### src/rtl/dkong3_audio_pkg.sv
// dkong3_audio_pkg
//   Shared widths, saturation limits and clamp helpers for the DK3 audio
//   decimator.
//   SAMPLE_W  : width of mixer samples and of the decimated output
//   DC_W      : width of the DC-blocker state register
//   sat16()   : clamp an 18-bit signed value to 16 bits
//   sat18()   : clamp a 20-bit signed value to 18 bits
package dkong3_audio_pkg;

  localparam int SAMPLE_W = 16;
  localparam int DC_W     = 18;

  localparam logic signed [15:0] SAT_MAX16 = 16'sh7FFF;
  localparam logic signed [15:0] SAT_MIN16 = 16'sh8000;

  function automatic logic signed [15:0] sat16(input logic signed [17:0] v);
    if (v > 18'sd32767)
      return SAT_MAX16;
    else if (v < -18'sd32768)
      return SAT_MIN16;
    else
      return v[15:0];
  endfunction

  function automatic logic signed [17:0] sat18(input logic signed [19:0] v);
    if (v > 20'sd131071)
      return 18'sh1FFFF;
    else if (v < -20'sd131072)
      return 18'sh20000;
    else
      return v[17:0];
  endfunction

endpackage

### src/rtl/dkong3_audio_decim_if.sv
// dkong3_audio_decim_if
//   Sample input strobe/data plus the valid/ready output stream of the
//   decimator.
//   I_SAMPLE_CE  : one-cycle strobe, I_SAMPLE valid
//   I_SAMPLE     : signed 16-bit mixer sample
//   I_READY      : consumer accepts O_DATA
//   O_VALID      : output FIFO non-empty
//   O_DATA       : signed decimated sample at FIFO head
//   O_OVERFLOW   : sticky, a result was dropped on a full FIFO
//   master : driver side (mixer + audio-out framework)
//   slave  : decimator side
interface dkong3_audio_decim_if;
  import dkong3_audio_pkg::*;

  logic                I_SAMPLE_CE;
  logic [SAMPLE_W-1:0] I_SAMPLE;
  logic                I_READY;
  logic                O_VALID;
  logic [SAMPLE_W-1:0] O_DATA;
  logic                O_OVERFLOW;

  modport master (
    output I_SAMPLE_CE, I_SAMPLE, I_READY,
    input  O_VALID, O_DATA, O_OVERFLOW
  );

  modport slave (
    input  I_SAMPLE_CE, I_SAMPLE, I_READY,
    output O_VALID, O_DATA, O_OVERFLOW
  );

endinterface

### src/rtl/dkong3_audio_fifo.sv
// dkong3_audio_fifo
//   Small synchronous FIFO. The head entry is presented from the storage
//   registers; a push on a full FIFO is accepted only when a pop frees a
//   slot in the same cycle, otherwise it is ignored (the caller flags it).
//   clk, rst : clock, synchronous active-high reset (clears storage too)
//   push     : write wr_data           full  : DEPTH entries held
//   pop      : advance head            empty : no entries held
//   rd_data  : head entry              count : entries held (0..DEPTH)
module dkong3_audio_fifo #(
  parameter int DEPTH = 4,
  parameter int WIDTH = 16
) (
  input  logic                     clk,
  input  logic                     rst,
  input  logic                     push,
  input  logic [WIDTH-1:0]         wr_data,
  output logic                     full,
  input  logic                     pop,
  output logic                     empty,
  output logic [WIDTH-1:0]         rd_data,
  output logic [$clog2(DEPTH):0]   count
);

  localparam int AW = $clog2(DEPTH);

  logic [WIDTH-1:0] mem [DEPTH];
  logic [AW-1:0]    wr_ptr;
  logic [AW-1:0]    rd_ptr;
  logic             do_push;
  logic             do_pop;

  assign full    = (count == (AW+1)'(DEPTH));
  assign empty   = (count == '0);
  assign do_pop  = pop & ~empty;
  // A pop in the same cycle frees the slot the push needs.
  assign do_push = push & (~full | do_pop);
  assign rd_data = mem[rd_ptr];

  // Pointers are AW bits wide, so they wrap modulo DEPTH for free.
  always_ff @(posedge clk) begin
    if (rst) begin
      wr_ptr <= '0;
      rd_ptr <= '0;
      count  <= '0;
      for (int i = 0; i < DEPTH; i++) mem[i] <= '0;
    end else begin
      if (do_push) begin
        mem[wr_ptr] <= wr_data;
        wr_ptr      <= wr_ptr + AW'(1);
      end
      if (do_pop) rd_ptr <= rd_ptr + AW'(1);
      case ({do_push, do_pop})
        2'b10:   count <= count + (AW+1)'(1);
        2'b01:   count <= count - (AW+1)'(1);
        default: count <= count;
      endcase
    end
  end

endmodule

### src/rtl/dkong3_audio_decim.sv
// dkong3_audio_decim
//   Box-filter and decimate the DK3 mixer output by 2^DECIM_LOG2, optionally
//   remove DC, saturate to 16 bits and queue results for the audio-out
//   framework.
//   I_CLK_24M : system clock
//   I_RESET   : synchronous active-high reset
//   bus       : sample strobe/data in, valid/ready stream out, sticky overflow
//   Pipeline: S1 = block average, S2 = DC blocker (or plain register),
//   S3 = saturate + FIFO write. A block-ending CE in cycle t shows O_VALID
//   in cycle t+3 when the FIFO was empty. The pipeline never stalls.
//   Optional feature: define DKONG3_AUDIO_DCBLOCK_EN to build the S2 DC
//   blocker; otherwise S2 just sign-extends the average.
module dkong3_audio_decim
  import dkong3_audio_pkg::*;
#(
  parameter int DECIM_LOG2 = 5,
  parameter int DC_SHIFT   = 10,
  parameter int FIFO_DEPTH = 4
) (
  input  logic                  I_CLK_24M,
  input  logic                  I_RESET,
  dkong3_audio_decim_if.slave   bus
);

  localparam int ACC_W = SAMPLE_W + DECIM_LOG2;

  if (DECIM_LOG2 < 1 || DECIM_LOG2 > 8 || DC_SHIFT < 4 || DC_SHIFT > 14 ||
      FIFO_DEPTH < 2 || (FIFO_DEPTH & (FIFO_DEPTH - 1)) != 0) begin : g_bad_param
    $error("dkong3_audio_decim: illegal parameter value");
  end

  logic signed [ACC_W-1:0]    acc;
  logic signed [ACC_W-1:0]    sum;
  logic [DECIM_LOG2-1:0]      cnt;
  logic                       s1_valid;
  logic signed [SAMPLE_W-1:0] s1_avg;
  logic                       s2_valid;
  logic signed [DC_W-1:0]     s2_y;

  logic                       fifo_full;
  logic                       fifo_empty;
  logic                       fifo_pop;
  logic [$clog2(FIFO_DEPTH):0] fifo_count;
  logic [SAMPLE_W-1:0]        fifo_head;
  logic                       overflow;

  assign sum = acc + ACC_W'($signed(bus.I_SAMPLE));

  // S1: accumulate; on the last CE of a block the average includes that
  // CE's sample and the accumulator restarts from zero.
  always_ff @(posedge I_CLK_24M) begin
    if (I_RESET) begin
      acc      <= '0;
      cnt      <= '0;
      s1_valid <= 1'b0;
      s1_avg   <= '0;
    end else begin
      s1_valid <= 1'b0;
      if (bus.I_SAMPLE_CE) begin
        cnt <= cnt + DECIM_LOG2'(1);
        if (cnt == '1) begin
          s1_valid <= 1'b1;
          s1_avg   <= 16'(sum >>> DECIM_LOG2);
          acc      <= '0;
        end else begin
          acc <= sum;
        end
      end
    end
  end

`ifdef DKONG3_AUDIO_DCBLOCK_EN
  // S2: one-pole DC blocker. The y register is both the filter state and
  // the stage output, so latency matches the plain-register build.
  logic signed [SAMPLE_W-1:0] x_prev;
  logic signed [19:0]         dc_w;

  always_comb begin
    dc_w = 20'(s1_avg) - 20'(x_prev) + 20'(s2_y) - 20'(s2_y >>> DC_SHIFT);
  end

  always_ff @(posedge I_CLK_24M) begin
    if (I_RESET) begin
      s2_valid <= 1'b0;
      s2_y     <= '0;
      x_prev   <= '0;
    end else begin
      s2_valid <= s1_valid;
      if (s1_valid) begin
        s2_y   <= sat18(dc_w);
        x_prev <= s1_avg;
      end
    end
  end
`else
  always_ff @(posedge I_CLK_24M) begin
    if (I_RESET) begin
      s2_valid <= 1'b0;
      s2_y     <= '0;
    end else begin
      s2_valid <= s1_valid;
      if (s1_valid) s2_y <= DC_W'(s1_avg);
    end
  end
`endif

  // S3: saturate straight into the FIFO write port.
  dkong3_audio_fifo #(
    .DEPTH (FIFO_DEPTH),
    .WIDTH (SAMPLE_W)
  ) u_fifo (
    .clk     (I_CLK_24M),
    .rst     (I_RESET),
    .push    (s2_valid),
    .wr_data (sat16(s2_y)),
    .full    (fifo_full),
    .pop     (fifo_pop),
    .empty   (fifo_empty),
    .rd_data (fifo_head),
    .count   (fifo_count)
  );

  assign fifo_pop = bus.I_READY & ~fifo_empty;

  always_ff @(posedge I_CLK_24M) begin
    if (I_RESET)
      overflow <= 1'b0;
    else if (s2_valid && fifo_full && !fifo_pop)
      overflow <= 1'b1;
  end

  assign bus.O_VALID    = (fifo_count != '0);
  assign bus.O_DATA     = fifo_head;
  assign bus.O_OVERFLOW = overflow;

endmodule

### src/flat_wrapper.sv
// flat-port wrapper written by rule: the top's interface ports become plain ports
module dkong3_audio_decim_flat import dkong3_audio_pkg::*;
#(
  parameter int DECIM_LOG2 = 5,
  parameter int DC_SHIFT   = 10,
  parameter int FIFO_DEPTH = 4
)
  (I_CLK_24M, I_RESET, bus_I_SAMPLE_CE, bus_I_SAMPLE, bus_I_READY, bus_O_VALID, bus_O_DATA, bus_O_OVERFLOW);
  dkong3_audio_decim_if bus_i ();
  input  logic I_CLK_24M;
  input  logic I_RESET;
  input wire logic [$bits(bus_i.I_SAMPLE_CE)-1:0] bus_I_SAMPLE_CE;
  input wire logic [$bits(bus_i.I_SAMPLE)-1:0] bus_I_SAMPLE;
  input wire logic [$bits(bus_i.I_READY)-1:0] bus_I_READY;
  output wire logic [$bits(bus_i.O_VALID)-1:0] bus_O_VALID;
  output wire logic [$bits(bus_i.O_DATA)-1:0] bus_O_DATA;
  output wire logic [$bits(bus_i.O_OVERFLOW)-1:0] bus_O_OVERFLOW;
  assign bus_i.I_SAMPLE_CE = bus_I_SAMPLE_CE;
  assign bus_i.I_SAMPLE = bus_I_SAMPLE;
  assign bus_i.I_READY = bus_I_READY;
  assign bus_O_VALID = bus_i.O_VALID;
  assign bus_O_DATA = bus_i.O_DATA;
  assign bus_O_OVERFLOW = bus_i.O_OVERFLOW;
  dkong3_audio_decim #(.DECIM_LOG2(DECIM_LOG2), .DC_SHIFT(DC_SHIFT), .FIFO_DEPTH(FIFO_DEPTH)) u_core (.I_CLK_24M(I_CLK_24M), .I_RESET(I_RESET), .bus(bus_i));
endmodule
### config.mk
export PLATFORM = sky130hd
export DESIGN_NAME = dkong3_audio_decim_flat
export DESIGN_NICKNAME = d
export VERILOG_FILES = /design/src/rtl/dkong3_audio_pkg.sv /design/src/rtl/dkong3_audio_decim_if.sv /design/src/rtl/dkong3_audio_fifo.sv /design/src/rtl/dkong3_audio_decim.sv /design/src/flat_wrapper.sv
export SDC_FILE = /design/constraint.sdc
export NUM_CORES = 1
export LEC_CHECK = 0
export CORE_UTILIZATION = 55
export DETAILED_ROUTE_END_ITERATION = 6
export MAX_ROUTING_LAYER = met4
export PLACE_DENSITY = 0.82
export RECOVER_POWER = 50
export SETUP_SLACK_MARGIN = 0.3
export SYNTH_ARGS = -nofsm -noshare
export SYNTH_HDL_FRONTEND = slang
export SYNTH_SLANG_ARGS = --single-unit
### constraint.sdc
create_clock -name I_CLK_24M -period 7.1 [get_ports I_CLK_24M]
set_clock_uncertainty 0.05 [all_clocks]
set_input_delay 1.065 -clock I_CLK_24M [delete_from_list [all_inputs] [get_ports I_CLK_24M]]
set_output_delay 1.065 -clock I_CLK_24M [all_outputs]
set_load 0.1 [all_outputs]
* After elaboration in Yosys (flattened, before gate mapping) *
Memory sizes are Yosys's and may differ from the RTL's. A register that Yosys moved wholly into a read port is not among the register bits.
Index checks and enable logic that the tools add are counted.

operators by class
  add/sub/neg operators = 6
  bitwise operators = 7
  shift operators = 0
  equal/unequal tests = 4
  multipliers = 0
  magnitude comparators = 2
  muxes and demuxes = 15
  reduce and logical (&&, ||, !) cells = 9
  divide/modulo/power cells = 0

operators by type and width
  operator                                                             number
  16-bit two-way mux                                                   3
  21-bit by 16-bit adder with 21-bit output                            1
  21-bit two-way mux                                                   1
  16-bit > comparator (second input constant)                          1
  16-bit less-than comparator (second input constant)                  1
  16-bit OR reduction                                                  1
  1-bit two-way mux                                                    7
  2-bit two-way mux                                                    3
  3-bit case mux with 2 select lines                                   1
  5-bit by 1-bit adder with 5-bit output (second input constant)       1
  5-bit == test (second input constant)                                1
  2-bit by 1-bit adder with 2-bit output (second input constant)       2
  3-bit by 1-bit adder with 3-bit output (second input constant)       1
  1-bit AND                                                            3
  3-bit == test (second input constant)                                1
  3-bit zero test                                                      1
  1-bit inverter                                                       3
  3-bit nonzero test                                                   1
  3-bit by 1-bit subtractor with 3-bit output (second input constant)  1
  2-bit by 1-bit == test with 1-bit output (second input constant)     1
  2-bit == test (second input constant)                                1
  1-bit logical AND                                                    2
  2-bit AND reduction                                                  1
  2-bit nonzero test                                                   1
  other kinds (3)                                                      3

storage, ports and cells
  bits of input ports = 20
  memory bits (read-only) = 0
  bits in writable memories = 64
  memories = 1
  register bits after elaboration = 68
  latch bits = 0
  word-level logic and storage cells = 54

memories
  name               words  width  rd ports  clocked after Yosys merged registers in  wr ports  RTL line                 RTL
  u_core.u_fifo.mem  4      16     1         1                                        4         dkong3_audio_fifo.sv:26  logic [WIDTH-1:0] mem [DEPTH];

* Depth between registers and ports, before layout *
Gate-level depths: netlist of the first run.

  word-level depth = 11
  mapped depth = 10
  mapped depth without buffers = 10

* Modules after synthesis *
Synthesis of the first run repeated with hierarchy kept, for this count alone.

unflattened totals
  cells, all modules = 613
  area, all modules = 6,685.2 µm²

modules (own cells, without submodules)
  module              cells each  instances  sequential area each (µm²)  area each (µm²)
  dkong3_audio_decim  406         1          1,221.2                     3,447.1
  dkong3_audio_fifo   207         1          2,102.0                     3,238.1

* Worst setup path after synthesis of the first run *
No wires, ideal clock.

  path kind = flip-flop to output port
  start = register with a tool-made name
  end = output port bus_O_DATA[10]
  buffers on the path = 2
  data required time = 5,985 ps
  data arrival time = 2,062 ps
  stages on the path, launching flop included = 4
  setup slack = 3,923 ps
  cell sequence = dfxtp_1 -> clkbuf_1 -> buf_1 -> mux4_2

RTL lines
  element           RTL line            RTL
  end: declaration  flat_wrapper.sv:16  output wire logic [$bits(bus_i.O_DATA)-1:0] bus_O_DATA;

==> results of run 1 <==
[cell type report]
cell class | instances | area, µm²
Clock buffer | 22 | 444.2
Clock inverter | 10 | 82.58
Fill cell | 890 | 4075
Inverter | 32 | 120.1
Multi-Input combinational cell | 405 | 2821
Sequential cell | 134 | 3323
Tap cell | 143 | 178.9
Timing Repair Buffer | 39 | 372.9
[sequential cells by signal, summed over array words and instances, names as in the netlist, named ones only]
| name | cells |
|---|---|
| u_core.cnt | 5 |
| u_core.acc | 21 |
| u_core.u_fifo.wr_ptr | 2 |
| u_core.u_fifo.rd_ptr | 2 |
| u_core.u_fifo.count | 3 |
| u_core.u_fifo.mem | 64 |
| u_core.s1_avg | 16 |
| u_core.s2_valid | 1 |
| u_core.bus.O_OVERFLOW | 1 |
| u_core.s2_y | 16 |
| u_core.s1_valid | 1 |
[worst max-delay path by stage]
stage                                    to  slack [ps]
floorplan                    bus_O_DATA[10]        3920
global placement              bus_O_DATA[4]        3310
detailed placement         u_core.s1_avg[8]        3230
CTS                          bus_O_DATA[12]        2810
global route        u_core.u_fifo.mem[1][9]        1520
finish              u_core.u_fifo.mem[1][9]        2030
[cells in the mapped netlist (all sizes together) (16+ instances only)]
cell type  count  share of area
edfxtp        64           0.30
a21oi         26          0.020
ha            23          0.045
mux2i         19          0.030
mux4          16          0.056
clkbuf        24          0.014
nor2          82          0.048
and2          20          0.019
nand2         54          0.031
dfxtp         70           0.22
o21ai         17          0.014
inv           32          0.019
[critical path, cell delays in order]
cell	delay, ps
buf_2	70
clkbuf_1	2360
nor2_1	1080
nand2_1	450
nor2_1	90
[power breakdown]
group	leakage [nW]	internal [mW]	total [mW]	switching [mW]
registers	1.18	0.845	0.862	0.0162
logic	1.30	0.104	0.277	0.173
clock network	0.255	0.476	0.789	0.313
[metal layers]
metal / wire (µm) / vias up
li1: - / 2233
met1: 5358 / 2207
met2: 6598 / 145
met3: 749 / 20
met4: 174 / 0
met5: 0 / -
[layout by cell type, fill, tap and decap left out, drive strengths merged, types with 7 or more instances in the layout]
cell type and count:
nor2 82, clkdlybuf4s50 36, xnor2 9, a21o 9, clkinv 7, a22oi 7, nand3 9, dfxtp 70
nand2 54, o21ai 17, edfxtp 64, and2 20, xor2 10, a21oi 26, mux2i 19, ha 23
nand4 7, clkbuf 24, inv 32, nand3b 14, mux4 16
[cell families after synthesis]
family	after synthesis	share of synthesized area
flops	134	0.5162
simple gates	229	0.1751
compound gates	97	0.1009
buf+inv	68	0.04548
xor+xnor	19	0.02585
fa+ha+maj	25	0.05092
mux	35	0.08552
==> flow_summary.toml, run 1 <==
[drt]
vias = 4605
ant_nets = 0
routed_via_density = 5.866
drt-initial-drc-count = 286
wirelength_um = 12880
wl_per_cell_um = 16.41
drcViolationCount = 0
first_pass_iters = 4

[timing]
fmax_mhz = 197.2
fin_crit_ps = 5070
slew_violations = 124
hold_slack_ps = 409.9
fin_crit_sh = 0.7140
tns_ps = 0
max_slew.worst_pin.slew_ps = 3386
setup_viol = 0
finalHoldViolCount = 0
rsz0062_at_grt = "no"
slew_headroom = -1.257
worst_slack_ps = 2030

[clock_tree]
cts_resized = 0
cts.sinks = 134
cts.clk_slew.worst_paths_ps = 50
tritoncts = "done"
cts_max_level = 4
clockRootBuffer = "clkbuf_16"
insertion_delay_ps = 420
clockBufferDepth = 2
ctsHoldBuffers = 0
cts_setup_buffers = 0
numCtsBuffers = 17

[yosys]
ys_types = 60
ys_warn_count = 0
syn_nets = 652
synth_area_um2 = 6437
synth_edf_count = 64
synthArstFlopShare = 0
ys_seq_area_frac = 0.5162
synth_seq_cells = 134
avgSynthCellArea_um2 = 10.61
synth_ff_type = "dfxtp_1"
synthCells = 607

[setup_path]
cp-start-kind = "input pin"
rr_startpoint = "u_core.u_fifo.count[2]"
path_class = "input pin to flop"
crit_fanout = 89
reg2reg_slack_ps = 3950
r2r-end = "u_core.u_fifo.mem[0][0]"
arrival_ps = 5160
critPathCaptureType = "flop"
r2r_cells = 6
required_ps = 7190
cp-startpoint = "I_RESET"

[global_route]
grtUsageMet3 = 0.06761
grt_first_pass_wirelength_um = 21160
use_met2 = 0.4013
gr-usage-all-layers = 0.2407
grt.busiest_layer = "met2"
use_met1 = 0.2728
grt_antenna_before_repair = 0
grt_start_max_net_pins = 90
first_global_vias = 4594
grt_remaining_overflow = 0

[min_path]
min_delay_path_depth = 2
whs_endpoint = "u_core.s1_avg[1]"
worstHoldStart = "u_core.s1_avg[1]"
min_path_type = "flop to flop"

[placement]
placed_cell_area_um2 = 6832
place_inst = 753
hpwl_um = 8706
place_congestion = 0.9597
numPortBuffers = 37
pre_cts_ws_ps = 3230

[die]
initial_core_util = 0.5638
core_area_um2 = 11420
io_pins = 38
die_w_um = 110.2
die_y_um = 110.2
row_count = 39
dieArea_um2 = 12140

[status]
violations = "capacitance limit, slew limit"
status = "finished, violations left"

[cells_and_area]
final_cells = 785
drive_gt1_frac = 0.07321
fin_nets = 674
final_area_um2 = 7343
fin_util = 0.6431
area_growth_pct = 14.07
num_antenna_cells = 0

[power]
finalPower_mw = 1.928
ir_worst_vdd_mv = 0.2567
power_density_nw_per_um2 = 262.5
p_leak_nw = 2.729

[flow_run]
drv_cap = 3
Note: power is estimated with default switching activity, not from simulation.
==> inputs of run 2 (changes only) <==
--- a/config.mk
+++ b/config.mk
@@ -5,10 +5,10 @@
 export SDC_FILE = /design/constraint.sdc
 export NUM_CORES = 1
 export LEC_CHECK = 0
-export CORE_UTILIZATION = 55
+export CORE_UTILIZATION = 54
 export DETAILED_ROUTE_END_ITERATION = 6
 export MAX_ROUTING_LAYER = met4
-export PLACE_DENSITY = 0.82
+export PLACE_DENSITY = 0.83
 export RECOVER_POWER = 50
 export SETUP_SLACK_MARGIN = 0.3
 export SYNTH_ARGS = -nofsm -noshare
==> constraint.sdc (replaced) <==
create_clock -name I_CLK_24M -period 4.5 [get_ports I_CLK_24M]
set_clock_uncertainty 0.05 [all_clocks]
set_input_delay 0.675 -clock I_CLK_24M [delete_from_list [all_inputs] [get_ports I_CLK_24M]]
set_output_delay 0.675 -clock I_CLK_24M [all_outputs]
set_load 0.1 [all_outputs]
==> run 2 against run 1 <==
Compared with the run above:
- the run ends with DRC left
- register-to-register slack worse by 2700 ps
- worst hold slack worse by 5.3 ps
- design area up 0.87%
- highest routed layer unchanged
- via count up 0.52%
- largest power group unchanged
- sequential cell count unchanged
==> flow_summary.toml, run 2 (synthesis gave the netlist of run 1 again) <==
[setup_path]
path_buf_inv = 3
r2r_cells = 6
path_class = "input pin to flop"
crit_family = "simple AND/OR/NAND/NOR gates"
cp_slowest_stage_delay_ps = 1050
cp.depth = 7
required_ps = 4480
crit_fanout = 17
cp-start-kind = "input pin"
path_cells = "dlygate4sd3_1 -> nor4b_1 -> nor2b_1 -> inv_1 -> nor4_1 -> clkbuf_1 -> or2_0"
critPathCaptureType = "flop"
crit_slowest_cell = "or2_0"
arrival_ps = 3580

[timing]
rsz0062_at_grt = "no"
finalHoldViolCount = 0
slew_headroom = 0.06740
tns_ps = 0
worst_slack_ps = 894.2
fin_crit_ps = 3606
max_slew.worst_pin.slew_ps = 1399
fmax_mhz = 277.3
fin_crit_sh = 0.8013
setup_viol = 0
slew_violations = 0

[clock_tree]
cts_max_level = 4
numCtsBuffers = 17
cts_setup_buffers = 0
cts.sinks = 134
clockRootBuffer = "clkbuf_16"
tritoncts = "done"
insertion_delay_ps = 420
ctsHoldBuffers = 0
cts_resized = 0
cts.clk_slew.worst_paths_ps = 60
clockBufferDepth = 2

[cells_and_area]
fillCellCount = 880
largest_register_ffs = 64
largestRegisters = "u_core.u_fifo.mem x64, u_core.acc x21"
area_growth_pct = 15.06
layout_commonest_cell = "nor2_1"
multiInputGateArea_um2 = 2821
regArea_um2 = 3323
num_antenna_cells = 0
final_cell_mix = "nor2_1 (82), dfxtp_1 (70), edfxtp_1 (64)"
top_register = "u_core.u_fifo.mem"
drive_gt1_frac = 0.07573
fin_nets = 679

[drt]
drcViolationCount = 2
ant_nets = 0
drt-initial-drc-count = 356
routed_via_density = 5.859
vias = 4629
wl_per_cell_um = 16.61
wirelength_um = 13120
first_pass_iters = 7

[placement]
place_congestion = 0.9203
hpwl_um = 8662
pre_cts_ws_ps = 1186
numPortBuffers = 37

[power]
p_leak_nw = 2.751
ir_worst_vdd_mv = 0.2368
power_density_nw_per_um2 = 421.6

[die]
io_pins = 38
row_count = 39
dieArea_um2 = 12360
initial_core_util = 0.5590
die_y_um = 111.2
core_area_um2 = 11520
die_w_um = 111.2

[global_route]
grt_antenna_before_repair = 0
grt_start_max_net_pins = 36
grt_remaining_overflow = 0
grt_first_pass_wirelength_um = 22020
first_global_vias = 4635
gr-usage-all-layers = 0.2341

[min_path]
min_path_type = "flop to flop"
min_delay_path_depth = 2

[status]
status = "finished, violations left"
violations = "DRC"

[flow_run]
drv_cap = 0
run 2: changes by cell type in the layout (fill, tap and decap cells not counted):
cell and delta:
clkdlybuf4s50_1 -4, buf_4 +2, inv_6 +2, clkinv_1 +1
dlygate4sd3_1 +4, buf_2 -1, clkinv_2 -4, bufinv_16 +1
clkinvlp_4 +2, clkbuf_1 +2
run 2: worst min-delay path, delay by kind of cell (launching register included):
family / cells / cell delay (ps)
compound gates: 1 / 50
flops: 1 / 310
simple gates: 1 / 50
run 2: worst paths after layout:
check | startpoint | endpoint | slack [ps]
setup / recovery | bus_I_READY | u_core.u_fifo.mem[0][12] | 890
hold / removal | u_core.s1_avg[4] | u_core.s1_avg[4] | 400
setup reg to reg | u_core.u_fifo.count[2] | u_core.u_fifo.mem[0][12] | 1280
hold reg to reg | u_core.s1_avg[4] | u_core.s1_avg[4] | 400
run 2: layer usage:
layer  up-vias  GRT usage  part of all wire
li1       2236          -                 -
met4         0    0.07838             0.011
met5         -          -                 0
met1      2218     0.2730              0.43
met3        20    0.04921             0.062
met2       155     0.4021              0.50
run 2: final cells by class:
type	instances	share of cell area
clock inverter	12	0.01740
multi-input combinational	405	0.3809
sequential	134	0.4486
clock buffer	20	0.05895
tap	143	0.02416
timing repair buffer	44	0.05372
inverter	32	0.01622
run 2: power by group:
group / internal (mW) / total (mW) / switching [mW]
Combinational: 0.165 / 0.441 / 0.276
Sequential: 1.33 / 1.36 / 0.0244
Clock: 0.813 / 1.33 / 0.512
run 2: through the flow:
stage	area [µm²]	hold WS, ps	std cells	power (mW)	util
2_1_floorplan	6437	386.0	607	1.713	-
6_report	7407	404.6	790	3.123	0.6432
3_5_place_dp	6862	400.0	758	1.817	0.5958
5_1_grt	7407	423.5	790	3.235	0.6432
4_1_cts	7427	407.3	790	3.133	0.6449
3_3_place_gp	6862	397.1	758	1.799	0.5958
